[config.mk]
export PLATFORM = sky130hd
export DESIGN_NAME = systolic_feeder_flat
export DESIGN_NICKNAME = d
export VERILOG_FILES = /design/src/rtl/systolic_feeder_if.sv /design/src/rtl/systolic_feeder.sv /design/src/flat_wrapper.sv
export SDC_FILE = /design/constraint.sdc
export NUM_CORES = 1
export LEC_CHECK = 0
export BUFFER_PORTS_ARGS = -buffer_cell sky130_fd_sc_hd__buf_4
export CORE_ASPECT_RATIO = 2
export CORE_MARGIN = 5
export CORE_UTILIZATION = 30
export CTS_BUF_LIST = sky130_fd_sc_hd__clkbuf_16
export DETAILED_ROUTE_END_ITERATION = 8
export PLACE_DENSITY = 0.48
export SLEW_MARGIN = 40
export SYNTH_ARGS = -nofsm -noshare
export SYNTH_HDL_FRONTEND = slang
export SYNTH_SLANG_ARGS = --single-unit
export TNS_END_PERCENT = 20
[constraint.sdc]
create_clock -name clk -period 9.2 [get_ports clk]
set_input_delay 0.46 -clock clk [delete_from_list [all_inputs] [get_ports clk]]
set_output_delay 0.46 -clock clk [all_outputs]
set_load 0.02 [all_outputs]
[src/rtl/systolic_feeder_if.sv]
`default_nettype none
// ============================================================================
// systolic_feeder_if : operand load, array feed and result handshake bundle
// Revision 1.0
// ============================================================================
interface systolic_feeder_if;
    logic         ld_en;
    logic         ld_sel;
    logic [3:0]   ld_addr;
    logic [7:0]   ld_data;
    logic         start;
    logic         busy;
    logic         arr_rst_n;
    logic [7:0]   feed_top0;
    logic [7:0]   feed_top1;
    logic [7:0]   feed_top2;
    logic [7:0]   feed_top3;
    logic [7:0]   feed_left0;
    logic [7:0]   feed_left1;
    logic [7:0]   feed_left2;
    logic [7:0]   feed_left3;
    logic         arr_done;
    logic [127:0] arr_out;
    logic         res_valid;
    logic         res_ready;
    logic [127:0] res_data;
    logic         err;

    modport master (
        output ld_en, ld_sel, ld_addr, ld_data, start, arr_done, arr_out, res_ready,
        input  busy, arr_rst_n, feed_top0, feed_top1, feed_top2, feed_top3,
               feed_left0, feed_left1, feed_left2, feed_left3, res_valid, res_data, err
    );

    modport slave (
        input  ld_en, ld_sel, ld_addr, ld_data, start, arr_done, arr_out, res_ready,
        output busy, arr_rst_n, feed_top0, feed_top1, feed_top2, feed_top3,
               feed_left0, feed_left1, feed_left2, feed_left3, res_valid, res_data, err
    );
endinterface
`default_nettype wire

[src/rtl/systolic_feeder.sv]
`default_nettype none
// ============================================================================
// systolic_feeder : stores 4x4 A/B operands, skews them into a systolic array
//                   and captures the array result behind a valid/ready handshake
// Revision 1.0
// ============================================================================
module systolic_feeder #(
    parameter int DONE_TIMEOUT = 15
) (
    input wire          clk,
    input wire          reset,
    systolic_feeder_if.slave bus
);
    localparam int CW = (DONE_TIMEOUT < 7) ? 3 : $clog2(DONE_TIMEOUT + 1);

    typedef enum logic [1:0] {S_IDLE, S_FEED, S_WAIT, S_HOLD} state_t;

    state_t          state_q, state_d;
    logic [CW-1:0]   cnt_q, cnt_d;
    logic [7:0]      a_q [16];
    logic [7:0]      a_d [16];
    logic [7:0]      b_q [16];
    logic [7:0]      b_d [16];
    logic [7:0]      left_q [4];
    logic [7:0]      left_d [4];
    logic [7:0]      top_q [4];
    logic [7:0]      top_d [4];
    logic            busy_q, busy_d;
    logic            arr_rst_n_q, arr_rst_n_d;
    logic            res_valid_q, res_valid_d;
    logic [127:0]    res_data_q, res_data_d;
    logic            err_q, err_d;
    logic            feeding;
    logic [CW-1:0]   t_next;

    always_comb begin
        state_d    = state_q;
        cnt_d      = cnt_q;
        a_d        = a_q;
        b_d        = b_q;
        res_data_d = res_data_q;
        err_d      = err_q;
        feeding    = 1'b0;
        t_next     = '0;
        case (state_q)
            S_IDLE: begin
                if (bus.ld_en) begin
                    if (bus.ld_sel) b_d[bus.ld_addr] = bus.ld_data;
                    else            a_d[bus.ld_addr] = bus.ld_data;
                end
                if (bus.start) begin
                    state_d = S_FEED;
                    cnt_d   = '0;
                    err_d   = 1'b0;
                    feeding = 1'b1;
                end
            end
            S_FEED, S_WAIT: begin
                if (bus.arr_done) begin
                    res_data_d = bus.arr_out;
                    state_d    = S_HOLD;
                    cnt_d      = '0;
                end else if (cnt_q == CW'(DONE_TIMEOUT - 1)) begin
                    err_d   = 1'b1;
                    state_d = S_IDLE;
                    cnt_d   = '0;
                end else begin
                    cnt_d = cnt_q + 1'b1;
                    // cnt doubles as the skew index t while feeding
                    if (state_q == S_FEED && cnt_q != CW'(6)) begin
                        feeding = 1'b1;
                        t_next  = cnt_q + 1'b1;
                    end else begin
                        state_d = S_WAIT;
                    end
                end
            end
            S_HOLD: begin
                if (bus.res_ready) state_d = S_IDLE;
            end
            default: state_d = S_IDLE;
        endcase

        busy_d      = (state_d != S_IDLE);
        arr_rst_n_d = (state_d == S_FEED) || (state_d == S_WAIT);
        res_valid_d = (state_d == S_HOLD);
        for (int i = 0; i < 4; i++) begin
            left_d[i] = '0;
            top_d[i]  = '0;
            if (feeding && (int'(t_next) - i) >= 0 && (int'(t_next) - i) <= 3) begin
                left_d[i] = a_d[i*4 + (int'(t_next) - i)];
                top_d[i]  = b_d[(int'(t_next) - i)*4 + i];
            end
        end
    end

    always_ff @(posedge clk or negedge reset) begin
        if (!reset) begin
            state_q     <= S_IDLE;
            cnt_q       <= '0;
            busy_q      <= 1'b0;
            arr_rst_n_q <= 1'b0;
            res_valid_q <= 1'b0;
            res_data_q  <= '0;
            err_q       <= 1'b0;
            for (int k = 0; k < 16; k++) begin
                a_q[k] <= '0;
                b_q[k] <= '0;
            end
            for (int k = 0; k < 4; k++) begin
                left_q[k] <= '0;
                top_q[k]  <= '0;
            end
        end else begin
            state_q     <= state_d;
            cnt_q       <= cnt_d;
            busy_q      <= busy_d;
            arr_rst_n_q <= arr_rst_n_d;
            res_valid_q <= res_valid_d;
            res_data_q  <= res_data_d;
            err_q       <= err_d;
            a_q         <= a_d;
            b_q         <= b_d;
            left_q      <= left_d;
            top_q       <= top_d;
        end
    end

    assign bus.busy       = busy_q;
    assign bus.arr_rst_n  = arr_rst_n_q;
    assign bus.res_valid  = res_valid_q;
    assign bus.res_data   = res_data_q;
    assign bus.err        = err_q;
    assign bus.feed_left0 = left_q[0];
    assign bus.feed_left1 = left_q[1];
    assign bus.feed_left2 = left_q[2];
    assign bus.feed_left3 = left_q[3];
    assign bus.feed_top0  = top_q[0];
    assign bus.feed_top1  = top_q[1];
    assign bus.feed_top2  = top_q[2];
    assign bus.feed_top3  = top_q[3];
endmodule
`default_nettype wire

[src/flat_wrapper.sv]
// flat-port wrapper written by rule: the top's interface ports become plain ports
module systolic_feeder_flat 
#(
    parameter int DONE_TIMEOUT = 15
)
  (clk, reset, bus_ld_en, bus_ld_sel, bus_ld_addr, bus_ld_data, bus_start, bus_arr_done, bus_arr_out, bus_res_ready, bus_busy, bus_arr_rst_n, bus_feed_top0, bus_feed_top1, bus_feed_top2, bus_feed_top3, bus_feed_left0, bus_feed_left1, bus_feed_left2, bus_feed_left3, bus_res_valid, bus_res_data, bus_err);
  systolic_feeder_if bus_i ();
  input wire clk;
  input wire reset;
  input wire logic [$bits(bus_i.ld_en)-1:0] bus_ld_en;
  input wire logic [$bits(bus_i.ld_sel)-1:0] bus_ld_sel;
  input wire logic [$bits(bus_i.ld_addr)-1:0] bus_ld_addr;
  input wire logic [$bits(bus_i.ld_data)-1:0] bus_ld_data;
  input wire logic [$bits(bus_i.start)-1:0] bus_start;
  input wire logic [$bits(bus_i.arr_done)-1:0] bus_arr_done;
  input wire logic [$bits(bus_i.arr_out)-1:0] bus_arr_out;
  input wire logic [$bits(bus_i.res_ready)-1:0] bus_res_ready;
  output wire logic [$bits(bus_i.busy)-1:0] bus_busy;
  output wire logic [$bits(bus_i.arr_rst_n)-1:0] bus_arr_rst_n;
  output wire logic [$bits(bus_i.feed_top0)-1:0] bus_feed_top0;
  output wire logic [$bits(bus_i.feed_top1)-1:0] bus_feed_top1;
  output wire logic [$bits(bus_i.feed_top2)-1:0] bus_feed_top2;
  output wire logic [$bits(bus_i.feed_top3)-1:0] bus_feed_top3;
  output wire logic [$bits(bus_i.feed_left0)-1:0] bus_feed_left0;
  output wire logic [$bits(bus_i.feed_left1)-1:0] bus_feed_left1;
  output wire logic [$bits(bus_i.feed_left2)-1:0] bus_feed_left2;
  output wire logic [$bits(bus_i.feed_left3)-1:0] bus_feed_left3;
  output wire logic [$bits(bus_i.res_valid)-1:0] bus_res_valid;
  output wire logic [$bits(bus_i.res_data)-1:0] bus_res_data;
  output wire logic [$bits(bus_i.err)-1:0] bus_err;
  assign bus_i.ld_en = bus_ld_en;
  assign bus_i.ld_sel = bus_ld_sel;
  assign bus_i.ld_addr = bus_ld_addr;
  assign bus_i.ld_data = bus_ld_data;
  assign bus_i.start = bus_start;
  assign bus_i.arr_done = bus_arr_done;
  assign bus_i.arr_out = bus_arr_out;
  assign bus_i.res_ready = bus_res_ready;
  assign bus_busy = bus_i.busy;
  assign bus_arr_rst_n = bus_i.arr_rst_n;
  assign bus_feed_top0 = bus_i.feed_top0;
  assign bus_feed_top1 = bus_i.feed_top1;
  assign bus_feed_top2 = bus_i.feed_top2;
  assign bus_feed_top3 = bus_i.feed_top3;
  assign bus_feed_left0 = bus_i.feed_left0;
  assign bus_feed_left1 = bus_i.feed_left1;
  assign bus_feed_left2 = bus_i.feed_left2;
  assign bus_feed_left3 = bus_i.feed_left3;
  assign bus_res_valid = bus_i.res_valid;
  assign bus_res_data = bus_i.res_data;
  assign bus_err = bus_i.err;
  systolic_feeder #(.DONE_TIMEOUT(DONE_TIMEOUT)) u_core (.clk(clk), .reset(reset), .bus(bus_i));
endmodule
==> run_results.csv <==
group,metric,value,unit
global_routing,grt_pass1_vias,17213,
sta,rsz0062_at_grt,"false",
worst_setup_path,crit_path_max_fanout,30,
route,via_per_inst,5.21,
global_routing,grt_antenna_before_repair,4,
logic_synthesis,syn_area_per_cell,12.2,µm²
clock_network,cts_tree,"yes",
sta,period_share,62.3,%
sta,relSlewSlack,38.2,%
hold_path,min_from,"bus_arr_out[37]",
route,wl_per_cell,25.9,µm
logic_synthesis,ys_ff_latch,458,
power_and_ir_drop,leakage,12.3,nW
final_layout,nNetsFinal,2206,
worst_setup_path,r2r-start,"u_core.cnt_q[0]",
clock_network,post-cts-setup-buffer-count,0,
worst_setup_path,path_class,"reg2reg",
worst_setup_path,crit_arrival,6230,ps
power_and_ir_drop,peakVddDrop,0.000251,V
sta,skew,21.9,ps
floorplan,io_pins,343,
global_routing,grt_max_degree,83,
floorplan,die_w,199,µm
logic_synthesis,synth_nets,1914,
logic_synthesis,netlist_instances,1753,
clock_network,clock_sinks,458,
logic_synthesis,netlist_area,21400,µm²
route,postRouteAntennaNets,0,
sta,setup_violations,0,
worst_setup_path,slowest_delay,760,ps
worst_setup_path,startpoint_type,"flop",
hold_path,whs_path_depth,2,
power_and_ir_drop,power_density,307,nW/µm²
floorplan,design.core.area,70800,µm²
logic_synthesis,yosys-top-cells-area,"dfrtp_1 54%, mux2_2 18%, nand2_1 2.9%",
floorplan,die_y,388,µm
route,drt_iter0_drc,743,
logic_synthesis,ys_seq_area_share,53.6,%
logic_synthesis,synthArstFlopShare,100,%
clock_network,clk_pin_slew_worst_paths,80,ps
global_routing,grt_pass1_wl,115000,µm
logic_synthesis,ys_types,85,
worst_setup_path,slowest_stage,"ha_1",
worst_setup_path,reg2reg_slack,3470,ps
worst_setup_path,required,9700,ps
route,first_pass_iters,5,
clock_network,htree_levels,2,
place,dp_hpwl,56300,µm
clock_network,cts_buffers,45,
global_routing,grt_usage,19.9,%
clock_network,root_buffer,"clkbuf_16",
place,port_buffers,342,
logic_synthesis,synth_edf_count,0,
sta,fin_tns_setup,0,ps
logic_synthesis,ys.flop_type,"dfrtp_1",
clock_network,insertion_delay,610,ps
worst_setup_path,critPathTopFamily,"buffers and inverters",
route,drc,0,
final_layout,drive_above_1_share,41.0,%
final_layout,stdcell_count,2989,
worst_setup_path,path_cells,"inv_1 > ha_1 > nand2_1 > nand2_1 > nor2_2 > buf_4 > clkinv_1 > ha_1 > xnor2_4 > inv_2 > ha_1 > inv_1 > nand2_1 > nor2_1 > o21ai_0 > nand4_1 > nor3_1",
sta,min_period,5730,ps
route,vias,15576,
hold_path,min_path_type,"in2reg",
place,place_inst,2907,
route,drt_wl_total,77500,µm
global_routing,grt_overflow_total,0,
worst_setup_path,reg2reg_to,"u_core.bus.feed_left1[5]",
sta,finalHoldViolCount,0,
hold_path,min_to,"u_core.bus.res_data[37]",
floorplan,die_area,77000,µm²
outcome,status,"complete, no violations",
place,dp_slack,3570,ps
place,gp_congestion,0.970,
logic_synthesis,synth_top_area_share,53.6,%
sta,fin_ws,3470,ps
sta,fmax,0.175,GHz
logic_synthesis,synth.largest_area_cell,"dfrtp_1",
floorplan,rows,138,
worst_setup_path,crit_buf_inv,5,
final_layout,fill_cells,6958,
worst_setup_path,cp-end-kind,"flop",
clock_network,cts_max_path_buffers,3,
worst_setup_path,r2r_cells,17,
sta,slew_violations,0,
logic_synthesis,yosys-top-cells-count,"458 x dfrtp_1, 341 x mux2_2, 167 x nand2_1",
run,cap_violations,0,
final_layout,area_growth,22.6,%
logic_synthesis,synth_warnings,0,
sta,tightest_slew,915,ps
logic_synthesis,yosysMostFrequentCell,"dfrtp_1",
floorplan,initial_utilization,30.2,%
-- cell usage in the layout, fill, tap and decap left out, drive strengths merged, types with 22 or more instances in the layout --
cell type | Yosys | final
dfrtp | 458 | 458
o22ai | 26 | 26
mux2i | 56 | 56
o211ai | 29 | 29
nor3 | 22 | 22
mux4 | 26 | 26
o21ai | 49 | 49
or3 | 24 | 24
nand2 | 167 | 167
mux2 | 342 | 342
inv | 39 | 50
buf | 44 | 371
clkbuf | 83 | 45
nor2 | 98 | 98
a21oi | 50 | 50
-- per-stage QoR --
stage	instance area (µm²)	total power [mW]	utilization (%)	hold slack (ps)
after floorplan	21400	4.90	-	164
after global placement	24800	6.21	35.0	458
after detailed placement	24800	6.26	35.0	465
after CTS	26200	8.14	37.0	31.7
after global routing	26200	8.46	37.0	52.9
final	26200	8.04	37.0	78.9
-- cell type report --
cell class	count	area (µm²)	share of cell area, %
flip-flops and latches	458	11500	43.7
multi-input cells	1128	9260	35.3
repair buffers	372	2820	10.8
well taps	910	1140	4.34
clock buffers	45	1130	4.29
clock inverters	34	256	0.978
inverters	40	150	0.573
diodes	2	5.00	0.0191
-- where the power goes --
part | leakage [nW] | switching (mW) | internal, mW
combinational | 5.69 | 1.83 | 1.40
sequential | 5.94 | 0.322 | 2.66
clock | 0.700 | 0.843 | 0.978
total | 12.3 | 2.99 | 5.05
-- cells by family (layout without fill, tap and decap cells) --
| logic type | count (synthesis) | after routing | share of synthesized area [%] |
|---|---|---|---|
| simple gates | 406 | 406 | 9.31 |
| buf+inv | 167 | 491 | 3.35 |
| mux | 424 | 424 | 23.4 |
| xor+xnor | 3 | 3 | 0.211 |
| flops | 458 | 458 | 53.6 |
| other cells | 0 | 2 | 0 |
| compound gates | 281 | 281 | 9.29 |
| fa+ha+maj | 14 | 14 | 0.819 |
-- worst register-to-register path, stage by stage (launching register included) --
cell	delay, ps
dfrtp_1	560
inv_1	400
ha_1	400
nand2_1	210
nand2_1	240
nor2_2	180
buf_4	370
clkinv_1	170
ha_1	280
xnor2_4	720
inv_2	310
ha_1	770
inv_1	230
nand2_1	180
nor2_1	100
o21ai_0	100
nand4_1	120
nor3_1	300
-- timing repair --
item,in CTS,in global routing
resized for setup,0,0
hold buffers,1,0
hold endpoints to repair,78,0
-- routing by layer --
| metal | vias up | routed length (µm) | global-route usage [%] |
|---|---|---|---|
| li1 | 6900 | - | - |
| met1 | 7873 | 26700 | 20.7 |
| met2 | 629 | 40300 | 35.6 |
| met3 | 172 | 5200 | 5.14 |
| met4 | 2 | 5270 | 11.4 |
| met5 | - | 13 | 0 |
-- worst max-delay path by stage --
stage	from	end	slack (ps)	depth (start not counted)
6_report	u_core.cnt_q[0]	u_core.bus.feed_left1[5]	3470	17
5_1_grt	u_core.cnt_q[0]	u_core.bus.feed_left1[5]	3160	17
3_3_place_gp	u_core.cnt_q[0]	u_core.bus.feed_left1[5]	3780	17
4_1_cts	u_core.cnt_q[0]	u_core.bus.feed_left1[5]	3560	17
2_1_floorplan	u_core.cnt_q[0]	u_core.bus.feed_left3[6]	4620	20
3_5_place_dp	u_core.cnt_q[0]	u_core.bus.feed_left1[5]	3570	17
-- registers in the layout, summed over array words and instances, names as in the netlist --
register,cells
u_core.bus.res_valid,1
u_core.bus.feed_left3,8
u_core.bus.err,1
u_core.b_q,128
u_core.bus.res_data,128
u_core.bus.busy,1
u_core.bus.feed_top3,8
u_core.state_q,2
u_core.bus.feed_left1,8
u_core.bus.feed_left0,8
u_core.bus.feed_left2,8
u_core.bus.arr_rst_n,1
u_core.bus.feed_top2,8
u_core.a_q,128
u_core.bus.feed_top0,8
u_core.cnt_q,4
u_core.bus.feed_top1,8
Note: power is estimated with default switching activity, not from simulation.
